**src/rtl/pe_array_obf_collector_if.sv**
```systemverilog
// OBF write port: one row result per valid/ready beat, from the row collector
// (master) to the OBF SRAM write controller (slave).
interface pe_array_obf_collector_if #(
  parameter int addr_width   = 10,
  parameter int output_width = 24
);
  logic                    obf_wr_valid;
  logic                    obf_wr_ready;
  logic [addr_width-1:0]   obf_wr_addr;
  logic [output_width-1:0] obf_wr_data;

  modport master (
    output obf_wr_valid,
    output obf_wr_addr,
    output obf_wr_data,
    input  obf_wr_ready
  );

  modport slave (
    input  obf_wr_valid,
    input  obf_wr_addr,
    input  obf_wr_data,
    output obf_wr_ready
  );
endinterface

```
**src/rtl/pe_array_obf_collector.sv**
```systemverilog
// Double-buffered capture of PE-array row results, drained one row per beat into the OBF.
// Optional build macro OBF_RELU_EN clamps negative row values to zero at capture time.
module pe_array_obf_collector #(
  parameter int nb_pe_row    = 8,
  parameter int output_width = 24,
  parameter int OBF_depth    = 1024,
  parameter int addr_width   = 10
) (
  input  logic                              clk,
  input  logic                              rst_n,
  input  logic [nb_pe_row*output_width-1:0] out_to_OBF_all_rows,
  input  logic                              capture_en,
  input  logic                              clr,
  pe_array_obf_collector_if.master          obf,
  output logic                              collector_full,
  output logic                              overflow
);

  localparam int idx_width = (nb_pe_row > 1) ? $clog2(nb_pe_row) : 1;
  localparam logic [idx_width-1:0]  last_row  = idx_width'(nb_pe_row - 1);
  localparam logic [addr_width-1:0] last_addr = addr_width'(OBF_depth - 1);

  typedef enum logic {
    IDLE,
    SEND
  } state_t;

  state_t                          state;
  state_t                          next_state;
  logic [output_width-1:0]         bank_mem [2][nb_pe_row];
  logic [1:0]                      bank_full;
  logic                            wr_bank;
  logic                            rd_bank;
  logic [idx_width-1:0]            row_idx;
  logic [addr_width-1:0]           wr_addr;
  logic                            beat;
  logic                            last_beat;
  logic                            capture_ok;
  logic [nb_pe_row*output_width-1:0] rows_in;

  always_comb begin
    rows_in = out_to_OBF_all_rows;
`ifdef OBF_RELU_EN
    for (int r = 0; r < nb_pe_row; r++) begin
      if (out_to_OBF_all_rows[(r+1)*output_width-1]) begin
        rows_in[r*output_width +: output_width] = '0;
      end
    end
`endif
  end

  assign beat      = (state == SEND) && obf.obf_wr_ready;
  assign last_beat = beat && (row_idx == last_row);

  // A full write bank is still usable when its final beat leaves in this same cycle.
  assign capture_ok = capture_en &&
                      (!bank_full[wr_bank] || (last_beat && (rd_bank == wr_bank)));

  always_ff @(posedge clk) begin
    if (capture_ok && !clr) begin
      for (int r = 0; r < nb_pe_row; r++) begin
        bank_mem[wr_bank][r] <= rows_in[r*output_width +: output_width];
      end
    end
  end

  always_ff @(posedge clk or negedge rst_n) begin
    if (!rst_n) begin
      state <= IDLE;
    end else if (clr) begin
      state <= IDLE;
    end else begin
      state <= next_state;
    end
  end

  always_comb begin
    next_state = state;
    case (state)
      IDLE:    if (bank_full[rd_bank]) next_state = SEND;
      SEND:    if (last_beat) next_state = IDLE;
      default: next_state = IDLE;
    endcase
  end

  always_ff @(posedge clk or negedge rst_n) begin
    if (!rst_n) begin
      row_idx <= '0;
    end else if (clr || (state == IDLE) || last_beat) begin
      row_idx <= '0;
    end else if (beat) begin
      row_idx <= row_idx + 1'b1;
    end
  end

  // Capture setting a bank's flag wins over the drain clearing it, so a same-cycle
  // refill of the bank being emptied leaves it full.
  always_ff @(posedge clk or negedge rst_n) begin
    if (!rst_n) begin
      bank_full <= '0;
      wr_bank   <= 1'b0;
      rd_bank   <= 1'b0;
      wr_addr   <= '0;
      overflow  <= 1'b0;
    end else if (clr) begin
      bank_full <= '0;
      wr_bank   <= 1'b0;
      rd_bank   <= 1'b0;
      wr_addr   <= '0;
      overflow  <= 1'b0;
    end else begin
      if (capture_ok) wr_bank <= ~wr_bank;
      if (last_beat)  rd_bank <= ~rd_bank;
      if (beat) begin
        wr_addr <= (wr_addr == last_addr) ? '0 : wr_addr + 1'b1;
      end
      for (int b = 0; b < 2; b++) begin
        if (capture_ok && (wr_bank == 1'(b))) begin
          bank_full[b] <= 1'b1;
        end else if (last_beat && (rd_bank == 1'(b))) begin
          bank_full[b] <= 1'b0;
        end
      end
      if (capture_en && !capture_ok) overflow <= 1'b1;
    end
  end

  assign obf.obf_wr_valid = (state == SEND);
  assign obf.obf_wr_addr  = wr_addr;
  assign obf.obf_wr_data  = (state == SEND) ? bank_mem[rd_bank][row_idx] : '0;
  assign collector_full   = &bank_full;

endmodule

```
**src/flat_wrapper.sv**
```systemverilog
// flat-port wrapper written by rule: the top's interface ports become plain ports
module pe_array_obf_collector_flat 
#(
  parameter int nb_pe_row    = 8,
  parameter int output_width = 24,
  parameter int OBF_depth    = 1024,
  parameter int addr_width   = 10
)
  (clk, rst_n, out_to_OBF_all_rows, capture_en, clr, collector_full, overflow, obf_obf_wr_valid, obf_obf_wr_addr, obf_obf_wr_data, obf_obf_wr_ready);
  pe_array_obf_collector_if #(.addr_width(addr_width), .output_width(output_width)) obf_i ();
  input  logic clk;
  input  logic rst_n;
  input  logic [nb_pe_row*output_width-1:0] out_to_OBF_all_rows;
  input  logic capture_en;
  input  logic clr;
  output logic collector_full;
  output logic overflow;
  output wire logic [$bits(obf_i.obf_wr_valid)-1:0] obf_obf_wr_valid;
  output wire logic [$bits(obf_i.obf_wr_addr)-1:0] obf_obf_wr_addr;
  output wire logic [$bits(obf_i.obf_wr_data)-1:0] obf_obf_wr_data;
  input wire logic [$bits(obf_i.obf_wr_ready)-1:0] obf_obf_wr_ready;
  assign obf_obf_wr_valid = obf_i.obf_wr_valid;
  assign obf_obf_wr_addr = obf_i.obf_wr_addr;
  assign obf_obf_wr_data = obf_i.obf_wr_data;
  assign obf_i.obf_wr_ready = obf_obf_wr_ready;
  pe_array_obf_collector #(.nb_pe_row(nb_pe_row), .output_width(output_width), .OBF_depth(OBF_depth), .addr_width(addr_width)) u_core (.clk(clk), .rst_n(rst_n), .out_to_OBF_all_rows(out_to_OBF_all_rows), .capture_en(capture_en), .clr(clr), .obf(obf_i), .collector_full(collector_full), .overflow(overflow));
endmodule
```
**config.mk**
```make
export PLATFORM = sky130hd
export DESIGN_NAME = pe_array_obf_collector_flat
export DESIGN_NICKNAME = d
export VERILOG_FILES = /design/src/rtl/pe_array_obf_collector_if.sv /design/src/rtl/pe_array_obf_collector.sv /design/src/flat_wrapper.sv
export SDC_FILE = /design/constraint.sdc
export NUM_CORES = 1
export LEC_CHECK = 0
export ABC_AREA = 1
export BUFFER_PORTS_ARGS = -buffer_cell sky130_fd_sc_hd__buf_2
export CORE_MARGIN = 5
export CORE_UTILIZATION = 60
export CTS_BUF_LIST = sky130_fd_sc_hd__clkbuf_8
export CTS_CLUSTER_SIZE = 10
export DETAILED_ROUTE_END_ITERATION = 12
export PLACE_DENSITY = 0.8
export SKIP_CTS_REPAIR_TIMING = 1
export SYNTH_ARGS = -nofsm -noshare
export SYNTH_HDL_FRONTEND = slang
export SYNTH_SLANG_ARGS = --single-unit
```
**constraint.sdc**
```tcl
create_clock -name clk -period 24.8 [get_ports clk]
set_input_delay 3.72 -clock clk [delete_from_list [all_inputs] [get_ports clk]]
set_output_delay 3.72 -clock clk [all_outputs]
set_load 0.01 [all_outputs]
```
# After elaboration in Yosys (flattened, before gate mapping)
# Memories as Yosys holds them, arrays and structs flattened.
# Index checks and enable logic that the tools add are counted.
# Widths: inputs -> output; s select.
[word_totals]
in_bits = 197
word_cells = 75
out_inout_bits = 37
ram_bits = 384
memories = 1
reg_bits = 19
[classes]
n_addsub = 2
n_reduce_logical = 24
muxes = 30
eq_ne = 3
n_lt_le_gt_ge = 3
bitwise = 4
[mem_list]
columns = ["memory", "words", "width", "rd", "rd_ports_with_merged_regs", "wr", "line", "rtl"]
rows = [
  ["u_core.bank_mem", 2, 192, 1, 0, 1, "pe_array_obf_collector.sv:30", "logic [output_width-1:0] bank_mem [2][nb_pe_row];"],
]
[ops]
columns = ["op", "n"]
rows = [
  ["$bmux 24 s3", 1],
  ["$mux 24", 3],
  ["$mux 10", 3],
  ["$mux 1", 19],
  ["$add 10x1->10 const B", 1],
  ["$eq 10x10->1 const B", 1],
  ["$logic_and 1x1->1", 10],
  ["$reduce_bool 2->1", 5],
  ["$mux 3", 2],
  ["$reduce_bool 3->1", 2],
  ["$ge 4x4->1 const B", 1],
  ["$lt 1x2->1 const B", 2],
  ["$not 3->4", 1],
  ["$add 3x1->3 const B", 1],
  ["$eq 3x3->1 const B", 1],
  ["$logic_not 1->1", 3],
  ["$logic_or 1x1->1", 3],
  ["$not 1->1", 3],
  ["$mux 2", 1],
  ["$pmux 1 s2", 1],
  ["$reduce_and 2->1", 1],
  ["$eq 1x1->1", 1],
]

# Longest topological paths before layout
[logic_depth]
depth_word = 9
mapped_depth = 10
depth_no_buf = 10

# Worst setup path before layout
# OpenSTA, ideal clock, no wires.
[synth_path]
path_type = "input to register"
start = "input clr"
end = "memory u_core.bank_mem[1][0] (netlist name), enable pin"
setup_time_ns = 0.747
stages = 4
setup_slack_ns = 11.885
t_required_ns = 24.053
arrival_time_ns = 12.168
cell_sequence = "inv_1 -> clkbuf_1 -> nand2_1 -> nor2_1"
[synth_between]
elab_chain_len = 4
[synth_lines]
columns = ["item", "line", "rtl"]
rows = [
  ["from (decl)", "flat_wrapper.sv:15", "input logic clr;"],
  ["$logic_not 1->1", "pe_array_obf_collector.sv:60", "if (capture_ok && !clr) begin"],
  ["$logic_and 1x1->1", "pe_array_obf_collector.sv:60", ""],
  ["$mux 1", "pe_array_obf_collector.sv:60", ""],
  ["$mux 1 (implied by the code)", "pe_array_obf_collector.sv:62", "bank_mem[wr_bank][r] <= rows_in[r*output_width +: output_width];"],
  ["to (decl)", "pe_array_obf_collector.sv:30", ""],
]
# No other way between the ends.

# Worst setup path after layout
[layout_path]
start = "register u_core.rd_bank"
end = "output obf_obf_wr_data[20]"
[layout_between]
elab_chain_len = 5
[layout_lines]
columns = ["item", "line", "rtl"]
rows = [
  ["from (decl)", "pe_array_obf_collector.sv:33", "logic rd_bank;"],
  ["from (signal assigned)", "pe_array_obf_collector.sv:113", "if (last_beat) rd_bank <= ~rd_bank;"],
  ["$mem_v2 2x192", "--", ""],
  ["$bmux 24 s3", "pe_array_obf_collector.sv:130", "assign obf.obf_wr_data = (state == SEND) ? bank_mem[rd_bank][row_idx] : '0;"],
  ["$mux 24 (implied by the code) (2 in series)", "pe_array_obf_collector.sv:130", ""],
  ["$mux 24", "pe_array_obf_collector.sv:130", ""],
  ["to (decl)", "flat_wrapper.sv:20", "output wire logic [$bits(obf_i.obf_wr_data)-1:0] obf_obf_wr_data;"],
]
# No other way between the ends. The select of a mux whose other input is x is not followed.

==> results.cfg <==
[yosys]
synth-seq-cells = 403
synthCells = 1618
syn_area_mm2 = 0.0172
ys_warn_count = 0
yosysTopAreaCellShare = 0.669
synthTopCellsByArea = edfxtp_1 67%, nand2_1 13%, nand3_1 7.3%
synth.distinct_cells = 26
syn_area_per_cell_um2 = 10.6
synth_flop_cell = edfxtp_1
yosysTopAreaCell = edfxtp_1
synth_edf_count = 384
synth.net_count = 1818
synthArstFlopShare = 0.0471
seq_area_frac_synth = 0.697

[clocking]
clk_path_buf_depth = 3
clk_pin_slew_ns = 0.06
cts_sinks = 403
h-tree-depth = 2
clk-insertion-delay-late_ns = 0.64
cts_buffers = 61
tritoncts = yes
cts_root_buf = clkbuf_8

[die]
std_cell_rows = 62
die_w_um = 179
core-area_mm2 = 0.0285
die_h_um = 179
die-area_mm2 = 0.0322
io-pin-count = 234
start_util = 0.604

[min_path]
worstHoldEndpoint = u_core.overflow
holdPathStages = 2
hold_path.class = flip-flop to flip-flop
min_from = u_core.overflow

[setup_path]
critical_path_class = flip-flop to primary output
slowest_delay_ns = 0.96
crit_chain = inv_6, buf_4, nand2_1, nand2_1, nand2_1, nand3_1, nand3_1, a21oi_1, buf_2
critical_path_arrival_ns = 3.89
r2r-start = u_core.rd_bank
cp_data_required_time_ns = 21.08
worst_setup_path_start_kind = flip-flop
cp_max_fo = 105
worstSetupEndpointType = primary output
crit_top_cell = nand2_1
reg2reg_setup_slack_ns = 20.08
slowest_stage = buf_4
reg2reg_depth = 10
rr_endpoint = u_core.bank_mem[0][9]

[route]
drc_errors = 0
via_per_inst = 5.41
drt-wirelength-per-cell_um = 19.5
final_antenna_net_count = 0
routed_wl_mm = 44.6
drt-pass1-iter-count = 7
initialDrtViolationCount = 1346
vias = 12400

[placed_design]
place_congestion = 0.819
dp_slack_ns = 17.57
placed_cells = 2164
hpwl_mm = 28.6
placement.io_buffers = 233

[sta]
setup_ws_ns = 17.19
fin_crit_sh = 0.307
tightest_slew_ns = 1.16
maxSlewHeadroom = 0.226
hold_viol_final = 0
finalSetupViolCount = 0
period_minus_slack_ns = 7.61
final_max_slew_viol_count = 0
rsz0062_at_grt = no
max_freq_mhz = 131
finClkSkew_ns = 0.0362
setup_tns_ns = 0

[cells_and_area]
drive_gt1_frac = 0.171
multi_input_area_mm2 = 0.00391
syn_to_final_growth_pct = 13.6
seq_area_mm2 = 0.0120
layout.nets = 2043
num-fill-cells = 2148
layout.cells.non_filler = 2286

[global_routing]
grt_usage = 0.266
grt_pass1_wl_mm = 66.6
grt_max_degree = 193
grt_remaining_overflow = 0
grt_pass1_vias = 12100
antenna_found_initial = 13

[power_and_ir_drop]
ir_worst_vdd_v = 0.0000535
seqPwrFrac = 0.571
swShare = 0.250
p_per_area_mw_per_mm2 = 72.7
p_sw_uw = 356
p_clk_frac = 0.338
power.leakage_uw = 0.00851
intPower_uw = 1070
finalPower_uw = 1420
combPwrFrac = 0.090

[run_status]
status = finished clean

[job]
drv_cap = 0
-- cell usage after synthesis, drive strengths merged (4+ instances only) --
master and instances:
o22ai 4, clkbuf 13, nor2 11, nand3 250
edfxtp 384, nand2 600, dfrtp 19, inv 213
o21ai 7, a21oi 32, buf 69
-- sequential cells by signal, indices dropped and copies added (netlist names) --
signal / count
u_core.bank_mem: 384
u_core.bank_full: 2
u_core.obf.obf_wr_valid: 1
u_core.overflow: 1
u_core.row_idx: 3
u_core.wr_bank: 1
u_core.rd_bank: 1
u_core.obf.obf_wr_addr: 10
-- worst max path at each step --
stage,from,endpoint,slack (ns),cells after the start
finish,u_core.rd_bank,obf_obf_wr_data[20],17.19,9
global route,u_core.rd_bank,obf_obf_wr_data[20],16.85,9
CTS,u_core.rd_bank,obf_obf_wr_data[20],17.19,9
detailed placement,obf_obf_wr_ready,u_core.bank_mem[0][15],17.57,11
global placement,obf_obf_wr_ready,u_core.bank_mem[0][41],17.57,11
floorplan,clr,u_core.bank_mem[1][0],11.89,4
-- cells by family after synthesis --
family / Yosys count / share of synthesized area
AND/OR/NAND/NOR: 866 / 0.208
XOR/XNOR: 5 / 0.00254
AO/OA/AOI/OAI: 46 / 0.0141
flip-flops: 403 / 0.697
buffers and inverters: 295 / 0.0768
adder cells (fa/ha/maj): 3 / 0.00218
-- through the flow --
stage / cell area [µm²] / utilization / hold slack [ns]
6_report: 19600 / 0.686 / 0.523
5_1_grt: 19600 / 0.685 / 0.554
4_1_cts: 19500 / 0.685 / 0.530
3_5_place_dp: 18500 / 0.647 / 0.521
3_3_place_gp: 18500 / 0.647 / 0.499
2_1_floorplan: 17200 / - / 0.530
-- critical path, delay by kind of cell (launching register included) --
family / cells / cell delay, ns
AO/OA/AOI/OAI: 1 / 0.28
buffers and inverters: 3 / 1.71
flip-flops: 1 / 0.64
AND/OR/NAND/NOR: 5 / 0.55
-- final cells by class --
cell class	count	area share
flip-flops and latches	403	0.614
multi-input cells	920	0.200
inverters	213	0.0414
repair buffers	244	0.0644
clock inverters	50	0.0116
diodes	11	0.00141
clock buffers	61	0.0429
well taps	384	0.0246
-- power by group through the flow --
stage | clock [µW] | sequential, µW | combinational (µW)
floorplan | 0 | 832 | 69.8
global placement | 0 | 824 | 124
detailed placement | 0 | 826 | 127
CTS | 485 | 812 | 128
global route | 518 | 815 | 141
finish | 481 | 812 | 128
-- metal layers --
layer | global-route usage | vias up | wire length (µm)
met5 | 0 | - | 57
met2 | 0.437 | 581 | 21900
li1 | - | 5785 | -
met3 | 0.0719 | 98 | 4190
met1 | 0.343 | 5900 | 16900
met4 | 0.0991 | 8 | 1540
-- placed cells by master (no fill, tap or decap), types with 4 or more instances in the layout --
master,count
inv_1,223
diode_2,11
nand2_1,599
nand3_1,250
edfxtp_1,384
clkinv_1,26
o22ai_1,4
buf_2,233
clkinv_2,7
clkbuf_8,61
nor2_1,10
o21ai_0,7
buf_4,10
dfrtp_1,16
a21oi_1,32
Note: power is estimated with default switching activity, not from simulation.
